### config.mk
export PLATFORM = sky130hd
export DESIGN_NAME = sad_wta_select
export DESIGN_NICKNAME = d
export VERILOG_FILES = /design/src/rtl/sad_pkg.sv /design/src/rtl/wta_cmp_unit.sv /design/src/rtl/sad_wta_select.sv
export SDC_FILE = /design/constraint.sdc
export NUM_CORES = 1
export LEC_CHECK = 0
export CORE_ASPECT_RATIO = 1.25
export CORE_MARGIN = 2
export CORE_UTILIZATION = 59
export CTS_CLUSTER_DIAMETER = 60
export DETAILED_ROUTE_END_ITERATION = 8
export PLACE_DENSITY_LB_ADDON = 0.2
export SLEW_MARGIN = 0
export SYNTH_ARGS = -nofsm -noshare
export SYNTH_HDL_FRONTEND = slang
export SYNTH_HIERARCHICAL = 1
export SYNTH_SLANG_ARGS = --single-unit
### constraint.sdc
create_clock -name clk -period 7.3 [get_ports clk]
set_input_delay 2.19 -clock clk [delete_from_list [all_inputs] [get_ports clk]]
set_output_delay 2.19 -clock clk [all_outputs]
set_load 0.02 [all_outputs]
### src/rtl/sad_pkg.sv
// Shared types and helpers for the SAD winner-takes-all stage.
package sad_pkg;

  typedef enum logic {
    S_IDLE = 1'b0,
    S_SCAN = 1'b1
  } state_e;

  // Index width that never collapses to zero bits for tiny candidate counts.
  function automatic int clog2_safe(input int n);
    return (n <= 2) ? 1 : $clog2(n);
  endfunction

  localparam int DEF_SAD_WIDTH  = 16;
  localparam int DEF_MAX_DISP   = 64;
  localparam int DEF_DISP_WIDTH = clog2_safe(DEF_MAX_DISP);

  // Result record at the default configuration, for consumers that pack/unpack the slot.
  typedef struct packed {
    logic [DEF_DISP_WIDTH-1:0] disp;
    logic [DEF_SAD_WIDTH-1:0]  sad;
    logic                      conf;
  } wta_result_t;

endpackage

### src/rtl/wta_cmp_unit.sv
// Combinational running min / second-min update for one candidate disparity.
module wta_cmp_unit #(
  parameter int SAD_WIDTH  = 16,
  parameter int DISP_WIDTH = 6
) (
  input  logic [SAD_WIDTH-1:0]  min_in,
  input  logic [SAD_WIDTH-1:0]  second_in,
  input  logic [DISP_WIDTH-1:0] best_d_in,
  input  logic [SAD_WIDTH-1:0]  sad_in,
  input  logic [DISP_WIDTH-1:0] d_in,
  output logic [SAD_WIDTH-1:0]  min_out,
  output logic [SAD_WIDTH-1:0]  second_out,
  output logic [DISP_WIDTH-1:0] best_d_out
);

  // Strict compare so an equal SAD never displaces the lower disparity.
  always_comb begin
    min_out    = min_in;
    second_out = second_in;
    best_d_out = best_d_in;
    if (sad_in < min_in) begin
      second_out = min_in;
      min_out    = sad_in;
      best_d_out = d_in;
    end else if (sad_in < second_in) begin
      second_out = sad_in;
    end else begin
      second_out = second_in;
    end
  end

endmodule

### src/rtl/sad_wta_select.sv
// Winner-takes-all disparity selection over MAX_DISP consecutive SADs,
// with a one-entry valid/ready output slot and sticky overrun flag.
module sad_wta_select
  import sad_pkg::*;
#(
  parameter int SAD_WIDTH   = 16,
  parameter int MAX_DISP    = 64,
  parameter int DISP_WIDTH  = clog2_safe(MAX_DISP),
  parameter int UNIQ_MARGIN = 4
) (
  input  logic                  clk,
  input  logic                  rst_n,
  input  logic                  restart,
  input  logic [SAD_WIDTH-1:0]  sad_in,
  input  logic                  sad_valid,
  output logic [DISP_WIDTH-1:0] disp_out,
  output logic [SAD_WIDTH-1:0]  min_sad_out,
  output logic                  disp_conf,
  output logic                  disp_valid,
  input  logic                  disp_ready,
  output logic                  overrun,
  output logic                  busy
);

  localparam logic [DISP_WIDTH-1:0] LAST_D = DISP_WIDTH'(MAX_DISP - 1);
  localparam logic [SAD_WIDTH:0]    MARGIN = (SAD_WIDTH + 1)'(UNIQ_MARGIN);

  state_e                  r_state;
  state_e                  w_state_nxt;
  logic [DISP_WIDTH-1:0]   r_cnt;
  logic [DISP_WIDTH-1:0]   w_cnt_nxt;
  logic [SAD_WIDTH-1:0]    r_min;
  logic [SAD_WIDTH-1:0]    r_second;
  logic [DISP_WIDTH-1:0]   r_best_d;
  logic [SAD_WIDTH-1:0]    w_min_nxt;
  logic [SAD_WIDTH-1:0]    w_second_nxt;
  logic [DISP_WIDTH-1:0]   w_best_d_nxt;
  logic [SAD_WIDTH-1:0]    w_min_cmp;
  logic [SAD_WIDTH-1:0]    w_second_cmp;
  logic [DISP_WIDTH-1:0]   w_best_d_cmp;
  logic [SAD_WIDTH:0]      w_diff;
  logic                    w_conf;
  logic                    w_done;
  logic                    w_slot_free;

  logic [DISP_WIDTH-1:0]   r_disp;
  logic [SAD_WIDTH-1:0]    r_sad;
  logic                    r_conf;
  logic                    r_valid;
  logic                    r_overrun;
  logic                    r_busy;

  wta_cmp_unit #(
    .SAD_WIDTH  (SAD_WIDTH),
    .DISP_WIDTH (DISP_WIDTH)
  ) u_cmp (
    .min_in     (r_min),
    .second_in  (r_second),
    .best_d_in  (r_best_d),
    .sad_in     (sad_in),
    .d_in       (r_cnt),
    .min_out    (w_min_cmp),
    .second_out (w_second_cmp),
    .best_d_out (w_best_d_cmp)
  );

  // Second-min is never below min, so the extra bit only guards the all-ones case.
  assign w_diff      = {1'b0, w_second_cmp} - {1'b0, w_min_cmp};
  assign w_conf      = (w_diff >= MARGIN);
  assign w_slot_free = !r_valid || disp_ready;

  // Scan FSM: next state, candidate counter and running min/second/best.
  always_comb begin
    w_state_nxt  = r_state;
    w_cnt_nxt    = r_cnt;
    w_min_nxt    = r_min;
    w_second_nxt = r_second;
    w_best_d_nxt = r_best_d;
    w_done       = 1'b0;
    case (r_state)
      S_IDLE: begin
        if (restart) begin
          w_cnt_nxt   = '0;
          w_state_nxt = S_IDLE;
        end else if (sad_valid) begin
          w_min_nxt    = sad_in;
          w_second_nxt = '1;
          w_best_d_nxt = '0;
          w_cnt_nxt    = DISP_WIDTH'(1);
          w_state_nxt  = S_SCAN;
        end else begin
          w_state_nxt = S_IDLE;
        end
      end
      S_SCAN: begin
        if (restart) begin
          w_cnt_nxt   = '0;
          w_state_nxt = S_IDLE;
        end else if (sad_valid) begin
          w_min_nxt    = w_min_cmp;
          w_second_nxt = w_second_cmp;
          w_best_d_nxt = w_best_d_cmp;
          if (r_cnt == LAST_D) begin
            w_done      = 1'b1;
            w_cnt_nxt   = '0;
            w_state_nxt = S_IDLE;
          end else begin
            w_cnt_nxt = r_cnt + DISP_WIDTH'(1);
          end
        end else begin
          w_state_nxt = S_SCAN;
        end
      end
      default: begin
        w_cnt_nxt   = '0;
        w_state_nxt = S_IDLE;
      end
    endcase
  end

  // State, counter and running comparison registers.
  always_ff @(posedge clk) begin
    if (!rst_n) begin
      r_state  <= S_IDLE;
      r_cnt    <= '0;
      r_min    <= '0;
      r_second <= '0;
      r_best_d <= '0;
      r_busy   <= 1'b0;
    end else begin
      r_state  <= w_state_nxt;
      r_cnt    <= w_cnt_nxt;
      r_min    <= w_min_nxt;
      r_second <= w_second_nxt;
      r_best_d <= w_best_d_nxt;
      r_busy   <= (w_cnt_nxt != '0);
    end
  end

  // One-entry output slot; a result arriving while it is stuck full is dropped.
  always_ff @(posedge clk) begin
    if (!rst_n) begin
      r_disp    <= '0;
      r_sad     <= '0;
      r_conf    <= 1'b0;
      r_valid   <= 1'b0;
      r_overrun <= 1'b0;
    end else if (w_done) begin
      if (w_slot_free) begin
        r_valid <= 1'b1;
        r_disp  <= w_best_d_cmp;
        r_sad   <= w_min_cmp;
        r_conf  <= w_conf;
      end else begin
        r_overrun <= 1'b1;
      end
    end else if (disp_ready) begin
      r_valid <= 1'b0;
    end
  end

  assign disp_out    = r_disp;
  assign min_sad_out = r_sad;
  assign disp_conf   = r_conf;
  assign disp_valid  = r_valid;
  assign overrun     = r_overrun;
  assign busy        = r_busy;

endmodule

* Word level (Yosys, flattened, before mapping)
Cells that the tools add are included.
Cells by class: add/sub/neg operators 2, magnitude comparators 3, eq/ne operators 6, mux-type cells 38, bitwise logic cells 2, reduce and logical (&&, ||, !) cells 8
Operator list (number):
- 2-to-1 mux 16 bit | 11
- one-hot mux 16 bit (2 select lines) | 2
- 2-to-1 mux 6 bit | 10
- less-than comparator 16 bit | 2
- one-hot mux 6 bit (2 select lines) | 2
- greater-or-equal comparator 17 x 3 -> 1 bit, second input constant | 1
- subtractor 16 x 16 -> 17 bit | 1
- 2-to-1 mux 1 bit | 12
- != test 2 bit, second input constant | 4
- adder 6 x 1 -> 6 bit, second input constant | 1
- equality test 6 bit, second input constant | 1
- AND reduction 2 bit | 3
- nonzero test 6 bit | 1
- AND reduction 4 bit | 1
- != test 2 x 1 -> 1 bit, second input constant | 1
- inverter 1 bit | 2
- one-hot mux 1 bit (2 select lines) | 1
- nonzero test 2 bit | 1
- zero test 1 bit | 1
- logical OR 1 bit | 1
Word-level totals: register bits after elaboration 71, input port bits 21, output and inout port bits 26, word-level logic and storage cells 70

* Logic depth before layout (Yosys ltp)
depth after elaboration 7, gate-level depth with buffers 20, depth with buffers taken out 18

* Modules after synthesis
Netlist, hierarchy kept.
Modules (own cells, without submodules):
- sad_wta_select | instances 1, cells an instance 477, area each 3756.1 um2, seq. area each 1421.4 um2
- wta_cmp_unit | instances 1, cells an instance 161, area each 1410.1 um2, seq. area each 0.0 um2

* Worst setup path before layout
No wires, ideal clock.
path kind in2reg, start point in sad_in[9], end point reg r_conf (netlist: disp_conf), library setup time 0.120 ns, data arrival time 5.670 ns, required time 7.180 ns, setup slack 1.511 ns, cell stages on the path 16, buffers on the path 1, cells stage by stage ha_1 -> a21o_1 -> a221o_1 -> a21oi_1 -> o211ai_2 -> buf_2 -> mux2_2 -> ha_1 -> fa_1 -> nand2b_1 -> a21oi_1 -> o21ai_0 -> nand3b_1 -> o41ai_1 -> or4_1 -> o31a_1
On the way: elaborated cells on any way between the ends 7, classes of those cells add/sub: 1; order compare: 3; mux: 3
RTL lines:
- from (decl) | RTL line sad_wta_select.sv:14 | input logic [SAD_WIDTH-1:0] sad_in,
- less-than comparator 16 bit | RTL line wta_cmp_unit.sv:21 | if (sad_in < min_in) begin
- 2-to-1 mux 16 bit | RTL line wta_cmp_unit.sv:21
- via w_min_cmp[0] | RTL line sad_wta_select.sv:38 | logic [SAD_WIDTH-1:0] w_min_cmp;
- subtractor 16 x 16 -> 17 bit | RTL line sad_wta_select.sv:68 | assign w_diff = {1'b0, w_second_cmp} - {1'b0, w_min_cmp};
- greater-or-equal comparator 17 x 3 -> 1 bit | RTL line sad_wta_select.sv:69 | assign w_conf = (w_diff >= MARGIN);
- to (signal assigned) | RTL line sad_wta_select.sv:153 | r_conf <= w_conf;
- to (decl) | RTL line sad_wta_select.sv:48 | logic r_conf;
The timed path passes the listed nets, and every way through them passes these cells. A chain may end at the register's enable or synchronous reset.

* Final worst setup path
start point in sad_in[14], end point reg r_conf (netlist: disp_conf)
On the way: cells in the longest elaborated chain, start to end 5, elaborated cells on any way between the ends 7, classes of those cells add/sub: 1; order compare: 3; mux: 3
RTL lines:
- less-than comparator 16 bit | RTL line wta_cmp_unit.sv:25 | end else if (sad_in < second_in) begin
- 2-to-1 mux 16 bit | RTL line wta_cmp_unit.sv:25
- 2-to-1 mux 16 bit * | RTL line wta_cmp_unit.sv:21
- via w_second_cmp[1] | RTL line sad_wta_select.sv:39 | logic [SAD_WIDTH-1:0] w_second_cmp;
- subtractor 16 x 16 -> 17 bit * | RTL line sad_wta_select.sv:68
- greater-or-equal comparator 17 x 3 -> 1 bit * | RTL line sad_wta_select.sv:69
Mark *: on every way through the listed nets, which the timed path passes. The rest lies on a longest branch.

==> flow_summary.json <==
{
  "outcome": "finished clean",
  "dieWidth_um": 87.7,
  "setup_tns_ps": 0,
  "dp_hpwl_um": 9820,
  "wl_um": 13600,
  "synth_cell_types": 63,
  "coreArea_mm2": 0.00861,
  "insertion_delay_ps": 370,
  "yosys_warnings": 6,
  "hold_viol": 0,
  "clock_skew_ps": 7.81,
  "end_kind": "flip-flop",
  "min_to": "r_best_d[4]",
  "hp-start": "r_best_d[4]",
  "maxCapViolations": 0,
  "grt_max_degree": 64,
  "final_antenna_net_count": 0,
  "place_congestion": 0.923,
  "grt_pass1_vias": 4632,
  "syn-cell-area_mm2": 0.00517,
  "slew_headroom_pct": 27.2,
  "peakVddDrop_uv": 156,
  "power.total_mw": 1.26,
  "leakagePower_nw": 2.36,
  "cts_root_buf": "clkbuf_8",
  "period_minus_slack_ps": 6670,
  "holdCritPathClass": "flip-flop to flip-flop",
  "postCtsResizedCells": 0,
  "vias_per_cell": 6.01,
  "yosysSeqAreaShare_pct": 27.5,
  "r2r-end": "disp_conf",
  "io_pins": 47,
  "path_class": "input pin to flip-flop",
  "clock-sinks": 71,
  "crit_arrival_ps": 6930,
  "nets": 741,
  "drtIter0Drc": 274,
  "clk_pin_slew_ps": 80,
  "finalMaxSlewViolations": 0,
  "crit_fanout": 7,
  "cts_tree": "built",
  "layout_setup_ws_ps": 633,
  "reg2reg_depth": 18,
  "cts_setup_buffers": 0,
  "die-area_mm2": 0.00953,
  "track_usage_pct": 29.2,
  "synth_cells": 638,
  "cellPowerDensity_mw_per_mm2": 211,
  "final_util_pct": 69.3,
  "cp-start-kind": "input pin",
  "drive_above_1_share_pct": 8.71,
  "grt_pass1_wl_um": 22000,
  "cts_buffers": 9,
  "area_growth_pct": 15.5,
  "r2r_slack_ps": 2580,
  "timing.fmax_ghz": 0.150,
  "rsz0062_at_grt": "false",
  "synth_edf_count": 0,
  "worst_pin_slew_ps": 1090,
  "async_flop_share_pct": 0,
  "rows": 38,
  "vias": 4789,
  "r2r_start": "r_second[13]",
  "initial_core_util_pct": 60.0,
  "routedWlPerCell_um": 17.1,
  "dr.pass1.iters": 5,
  "h-tree-depth": 3,
  "whs_path_depth": 2,
  "die_h_um": 109,
  "antenna-diode-count": 0,
  "antenna_found_initial": 0,
  "finalSetupViolations": 0,
  "avgSynthCellArea_um2": 8.10,
  "route.detailed.drc": 0,
  "synthFlopType": "dfxtp_1",
  "ys_ff_latch": 71,
  "crit_start": "sad_in[14]",
  "preCtsSetupSlack_ps": 353,
  "post-route-period-util_pct": 91.3,
  "clock_path_buffers": 2,
  "cp.required_ps": 7560,
  "grt_overflow": 0,
  "ctsHoldBuffers": 0,
  "syn_nets": 707,
  "port_buffers": 46
}
cells by family (layout without fill, tap and decap cells):
family                   count (synthesis)  in the layout  share of synthesized area, %
AO/OA/AOI/OAI                          136            136                          17.2
XOR/XNOR                                 5              5                         0.848
adder cells (fa/ha/maj)                 48             48                          11.8
buffers and inverters                   87            126                          6.88
flip-flops                              71             71                          27.5
multiplexers                            74             74                          15.4
AND/OR/NAND/NOR                        217            217                          20.4
Yosys cell counts, types with 3 or more instances:
| library cell | number | area (µm²) |
|---|---|---|
| dfxtp_1 | 71 | 1420 |
| nand2_1 | 68 | 255 |
| nor2_1 | 57 | 214 |
| inv_1 | 55 | 206 |
| a21oi_1 | 53 | 265 |
| mux2i_1 | 50 | 500 |
| ha_1 | 47 | 588 |
| nor3_1 | 24 | 120 |
| a211oi_1 | 21 | 158 |
| clkbuf_1 | 21 | 78.8 |
| o21ai_0 | 19 | 95.1 |
| mux2_2 | 17 | 191 |
| nor3b_1 | 17 | 128 |
| nand3_1 | 13 | 65.1 |
| nor2b_1 | 9 | 56.3 |
| nand2b_1 | 8 | 50.1 |
| mux2_4 | 7 | 105 |
| a21o_1 | 5 | 37.5 |
| o211ai_1 | 5 | 37.5 |
| buf_1 | 4 | 15.0 |
| nand4_1 | 4 | 25.0 |
| a311oi_1 | 3 | 26.3 |
| and2_1 | 3 | 18.8 |
| buf_6 | 3 | 33.8 |
| o31a_1 | 3 | 26.3 |
| xor2_1 | 3 | 26.3 |
report_power, final:
part	switching [mW]	internal (mW)
combinational	0.264	0.190
sequential	0.0104	0.400
clock	0.165	0.230
total	0.439	0.820
placed cells by master, fill, tap and decap left out, types with 4 or more instances in the layout:
cell type	n
buf_4	7
mux2_2	17
nand3_1	13
o211ai_1	5
mux2_4	7
a211oi_1	21
o21ai_0	19
dfxtp_1	70
ha_1	47
nor3b_1	17
mux2i_1	50
a21oi_1	53
clkdlybuf4s50_1	46
nor2_1	57
clkbuf_8	9
nor2b_1	8
nand2b_1	8
inv_1	55
nand2_1	68
nand4_1	4
a21o_1	5
nor3_1	24
cell type report:
type | count | area (µm²)
clock buffers | 10 | 128
clock inverters | 6 | 115
multi-input cells | 480 | 3410
fillers | 712 | 2640
repair buffers | 54 | 533
inverters | 56 | 210
flip-flops and latches | 71 | 1420
well taps | 120 | 150
state kept, by name, indices dropped and copies added (netlist names), 6 cells and up:
signal,flops
min_sad_out,16
r_min,16
r_second,16
disp_out,6
r_best_d,6
r_cnt,6
through the flow:
step | hold WS (ps) | cells | cell area [µm²]
floorplan | 428 | 638 | 5170
CTS | 454 | 797 | 5960
finish | 453 | 797 | 5960
detailed placement | 444 | 781 | 5720
global route | 480 | 797 | 5960
global placement | 434 | 781 | 5720
per-layer routing:
layer  GRT usage [%]  wire length [µm]  vias to the layer above
li1                -                 -                     2320
met1            32.7              5380                     2284
met2            52.5              7040                      141
met3            5.15               555                       44
met4            14.7               613                        0
met5               0                 0                        -
how the worst max path moves through the flow:
stage / end / slack, ps / cells after the start
global route: disp_conf / 380 / 18
floorplan: disp_conf / 1510 / 16
global placement: disp_conf / 410 / 18
CTS: disp_conf / 710 / 18
finish: disp_conf / 630 / 18
detailed placement: disp_conf / 350 / 18
worst max-delay path, cell delays in order:
cell and delay, ps:
clkdlybuf4s50_1 510, ha_1 360, nand4_1 210, nor3_1 390, o2111ai_2 220, o211ai_4 210
buf_4 240, mux2i_1 90, mux2i_1 200, inv_1 130, fa_1 440, nand2b_1 200
a21oi_1 360, o21ai_0 190, nand3b_1 110, o41ai_1 100, or4_1 520, o31a_1 240
(Power assumes the default switching activity.)
==> variant 1: new RTL, same flow settings <==
Reset style: asynchronous (`rst_n`), changed in 2 clocked blocks.
--- a/src/rtl/sad_wta_select.sv
+++ b/src/rtl/sad_wta_select.sv
@@ -119,7 +119,7 @@
   end
 
   // State, counter and running comparison registers.
-  always_ff @(posedge clk) begin
+  always_ff @(posedge clk or negedge rst_n) begin
     if (!rst_n) begin
       r_state  <= S_IDLE;
       r_cnt    <= '0;
@@ -138,7 +138,7 @@
   end
 
   // One-entry output slot; a result arriving while it is stuck full is dropped.
-  always_ff @(posedge clk) begin
+  always_ff @(posedge clk or negedge rst_n) begin
     if (!rst_n) begin
       r_disp    <= '0;
       r_sad     <= '0;
Function: differs if rst_n is asserted again (counterexample within 4 cycles, from zero or initial values and one cycle with rst_n low); with rst_n held inactive, the same outputs for 10 cycles.
==> variant 1 against the original RTL <==
- total power up 29%
- cell area is 1.4% higher
- worst setup slack better by 0.23 ns
- routed wire length shrank 6.7%
- die area rose by 3.5%
- global-route usage is 2.4 points lower
- synthesized area increased by 3.7%
- sequential cell count did not move
- via count decreased by 7.2%
- synthesized cell count decreased by 9.4%
- critical path type unchanged
- critical endpoint is now disp_conf
- largest power group unchanged
- highest routed layer unchanged
==> variant 1: results (changes against the original RTL) <==
[run_status]
status = completed  ; unchanged

[yosys]
yosysSeqAreaShare_pct = 33.2  ; was 27.5%
synth-xor-area-share_pct = 0.327  ; was 0.848%
synth_commonest_cells = dfrtp_1 (71), nand2_1 (59), inv_1 (56)  ; was dfxtp_1 (71), nand2_1 (68), nor2_1 (57)
async_flop_share_pct = 100  ; was 0%
ys_types = 64  ; was 63
synth_mux_area_share_pct = 19.7  ; was 15.4%
synthAdderAreaFrac_pct = 11.4  ; was 11.8%
synth-compound-area-share_pct = 15.4  ; was 17.2%
synth_ff_type = dfrtp_1  ; was dfxtp_1

[placed_design]
place_hpwl_mm = 9.29  ; was 9.82 mm
preCtsSetupSlack_ns = 0.494  ; was 0.353 ns
dpl-instance-area_sq_um = 5870  ; was 5720 sq um
gp_congestion = 0.938  ; was 0.923

[pwr]
peakVddDrop_mv = 0.138  ; was 0.156 mV

[cells_and_area]
nets = 682  ; was 741
layout-drive-gt1-share_pct = 12.3  ; was 8.71%

[detailed_routing]
wl_met3_microns = 609  ; was 555 microns
routed_wl_mm = 12.7  ; was 13.6 mm
via_per_inst = 6.02  ; was 6.01
wl_met2_mm = 6.22  ; was 7.04 mm
dr.first_iter.drc_count = 261  ; was 274

[timing]
timing.fmax_mhz = 155  ; was 150 MHz
fin_skew_ns = 0.0101  ; was 0.00781 ns

[global_route]
grt_first_pass_wirelength_mm = 20.7  ; was 22.0 mm
grtUsageTotal_pct = 26.8  ; was 29.2%
grt_max_degree = 79  ; was 64

[setup_path]
regToRegSetupSlack_ns = 2.84  ; was 2.58 ns
crit_path_max_fanout = 16  ; was 7
cp.arrival_ns = 6.68  ; was 6.93 ns
crit_slowest_cell = clkdlybuf4s50_1  ; was or4_1

[variant 1: per-layer routing]
layer,up-vias,GRT usage [%]
met5,-,0
met2,123,43.3
met3,26,5.01
met4,0,9.65
met1,2177,35.5
li1,2120,-
[variant 1: worst paths after layout]
kind                            depth (start not counted)         from              end
worst max register to register                         16    r_min[11]        disp_conf
worst min-delay path                                    2  r_best_d[4]      r_best_d[4]
min in group asynchronous                               2        rst_n       disp_valid
worst min register to register                          2  r_best_d[4]      r_best_d[4]
max in group asynchronous                               2        rst_n  min_sad_out[12]
worst max-delay path                                   18   sad_in[15]        disp_conf
[variant 1: final cells by class]
| class | instances | area, sq um |
|---|---|---|
| multi-input combinational | 423 | 3230 |
| fill | 728 | 2700 |
| tap | 120 | 150 |
| clock buffer | 9 | 124 |
| timing repair buffer | 51 | 493 |
| sequential | 71 | 1780 |
| inverter | 57 | 214 |
| clock inverter | 7 | 55.1 |
[variant 1: worst reg2reg max path, cell delays in order, from the launching register on]
cell       delay (ns)
dfrtp_1          0.39
inv_1            0.09
ha_1             0.30
and2_0           0.18
a221o_1          0.31
a21oi_1          0.28
o211ai_4         0.21
buf_4            0.27
mux2_2           0.28
inv_1            0.05
ha_1             0.47
nand3_1          0.19
a2111oi_0        0.56
a21oi_1          0.10
a221o_1          0.35
nor4_1           0.24
a21oi_1          0.07
[variant 1: power breakdown]
| group | leakage (nW) | internal, mW | total, mW | switching, mW |
|---|---|---|---|---|
| clock network | 0.0862 | 0.126 | 0.298 | 0.171 |
| logic | 1.89 | 0.356 | 0.864 | 0.508 |
| registers | 0.912 | 0.429 | 0.458 | 0.0291 |
| total | 2.89 | 0.912 | 1.62 | 0.708 |
==> variant 2: new RTL, config.mk and constraints unchanged <==
Made on the original files. `SAD_WIDTH` is set to 16 in 2 places; all go to 18.
--- a/src/rtl/wta_cmp_unit.sv
+++ b/src/rtl/wta_cmp_unit.sv
@@ -1,6 +1,6 @@
 // Combinational running min / second-min update for one candidate disparity.
 module wta_cmp_unit #(
-  parameter int SAD_WIDTH  = 16,
+  parameter int SAD_WIDTH  = 18,
   parameter int DISP_WIDTH = 6
 ) (
   input  logic [SAD_WIDTH-1:0]  min_in,
--- a/src/rtl/sad_wta_select.sv
+++ b/src/rtl/sad_wta_select.sv
@@ -3,7 +3,7 @@
 module sad_wta_select
   import sad_pkg::*;
 #(
-  parameter int SAD_WIDTH   = 16,
+  parameter int SAD_WIDTH   = 18,
   parameter int MAX_DISP    = 64,
   parameter int DISP_WIDTH  = clog2_safe(MAX_DISP),
   parameter int UNIQ_MARGIN = 4
Ports: changed (resized min_sad_out and sad_in); port bits go from 47 to 51. No check against the original RTL was run, so the function may have changed too.
==> variant 2 against the original RTL <==
- clock power up 30%
- synthesized area up 8.8%
- worst setup slack worse by 0.10 ns
- total power up 14%
- routed wire length up 3.0%
- sequential share of layout area down 0.18 points
- first-iteration DRC count down 30%
- sequential cell count up 6
- cell area up 9.3%
- largest power group is now the clock network
==> variant 2: results (changes against the original RTL) <==
[run_status]
status = completed  ; unchanged

[placed_design]
place_hpwl_mm = 9.75  ; was 9.82 mm
portBuffers = 50  ; was 46
preCtsSetupSlack_ns = 0.389  ; was 0.353 ns

[setup_path]
regToRegSetupSlack_ns = 2.54  ; was 2.58 ns
crit_path_max_fanout = 11  ; was 7
max_stage_delay_ns = 0.67  ; was 0.52 ns
cp.arrival_ns = 7.00  ; was 6.93 ns
crit_family = compound AO/OA/AOI/OAI gates  ; was simple AND/OR/NAND/NOR gates
crit_slowest_cell = o21ai_2  ; was or4_1

[cells_and_area]
fill_cells = 734  ; was 712
layout-drive-gt1-share_pct = 9.80  ; was 8.71%
nets = 785  ; was 741

[pwr]
peakVddDrop_mv = 0.139  ; was 0.156 mV
p_leak_nw = 2.64  ; was 2.36 nW

[detailed_routing]
via_per_inst = 6.02  ; was 6.01
wl_per_cell_microns = 16.7  ; was 17.1 microns

[timing]
max_slew_margin_pct = 22.1  ; was 27.2%
setup_slack_ns = 0.529  ; was 0.633 ns
fin_skew_ns = 0.00645  ; was 0.00781 ns

[yosys]
synthesis.nets = 752  ; was 707
synth_area_leaders = dfxtp_1 (27%), ha_1 (12%), mux2i_1 (9.8%), mux2_4 (6.1%), a21oi_1 (4.8%)  ; was dfxtp_1 (28%), ha_1 (11%), mux2i_1 (9.7%), a21oi_1 (5.1%), nand2_1 (4.9%)
yosysSeqAreaShare_pct = 27.4  ; was 27.5%

[clock_network]
ctsRootBufferMaster = clkbuf_16  ; was clkbuf_8
clock_latency_ns = 0.34  ; was 0.37 ns
htreeDepth = 3  ; unchanged
clk_pin_slew_worst_paths_ns = 0.06  ; was 0.08 ns

[global_route]
grtUsageTotal_pct = 27.8  ; was 29.2%
grt_max_degree = 64  ; unchanged
grt_first_pass_wirelength_mm = 23.4  ; was 22.0 mm
grt_pass1_vias = 4992  ; was 4632

variant 2: final timing paths:
check | start | end
worst max register to register | r_second[16] | disp_conf
worst max-delay path | sad_in[17] | disp_conf
worst min-delay path | min_sad_out[6] | min_sad_out[6]
worst min register to register | min_sad_out[6] | min_sad_out[6]
variant 2: metrics by stage:
step	cells	hold slack [ns]	instance area (sq um)
after floorplan	676	0.428	5620
after global placement	821	0.437	6180
after detailed placement	821	0.447	6180
after CTS	837	0.455	6520
after global routing	837	0.476	6520
final	837	0.452	6520
variant 2: final cells by class:
cell class	instances	area, sq um	area share (%)
Clock buffer	10	229	3.51
Multi-Input combinational cell	503	3690	56.6
Clock inverter	6	111	1.71
Inverter	61	229	3.51
Tap cell	123	154	2.36
Sequential cell	77	1540	23.7
Timing Repair Buffer	57	566	8.68
variant 2: routing by layer:
metal  vias up  part of all wire (%)  global-route usage, %
li1       2458                     -                      -
met1      2434                    43                   32.8
met2       112                    50                   48.8
met3        36                   3.8                   5.53
met4         0                   2.8                   12.2
met5         -                     0                      0
variant 2: kinds of logic (layout without fill, tap and decap cells):
group,Yosys count,after routing,synth area share [%]
xor+xnor,8,8,1.25
simple gates,221,221,19.0
fa+ha+maj,53,53,11.8
buf+inv,96,134,7.19
compound gates,140,140,16.8
mux,81,81,16.5
flops,77,77,27.4
variant 2: power breakdown:
| part | internal (mW) | switching, mW | leakage, nW | total [mW] |
|---|---|---|---|---|
| Sequential | 0.435 | 0.0118 | 0.629 | 0.447 |
| Clock | 0.334 | 0.178 | 0.163 | 0.512 |
| Combinational | 0.206 | 0.272 | 1.85 | 0.478 |
| Total | 0.975 | 0.462 | 2.64 | 1.44 |
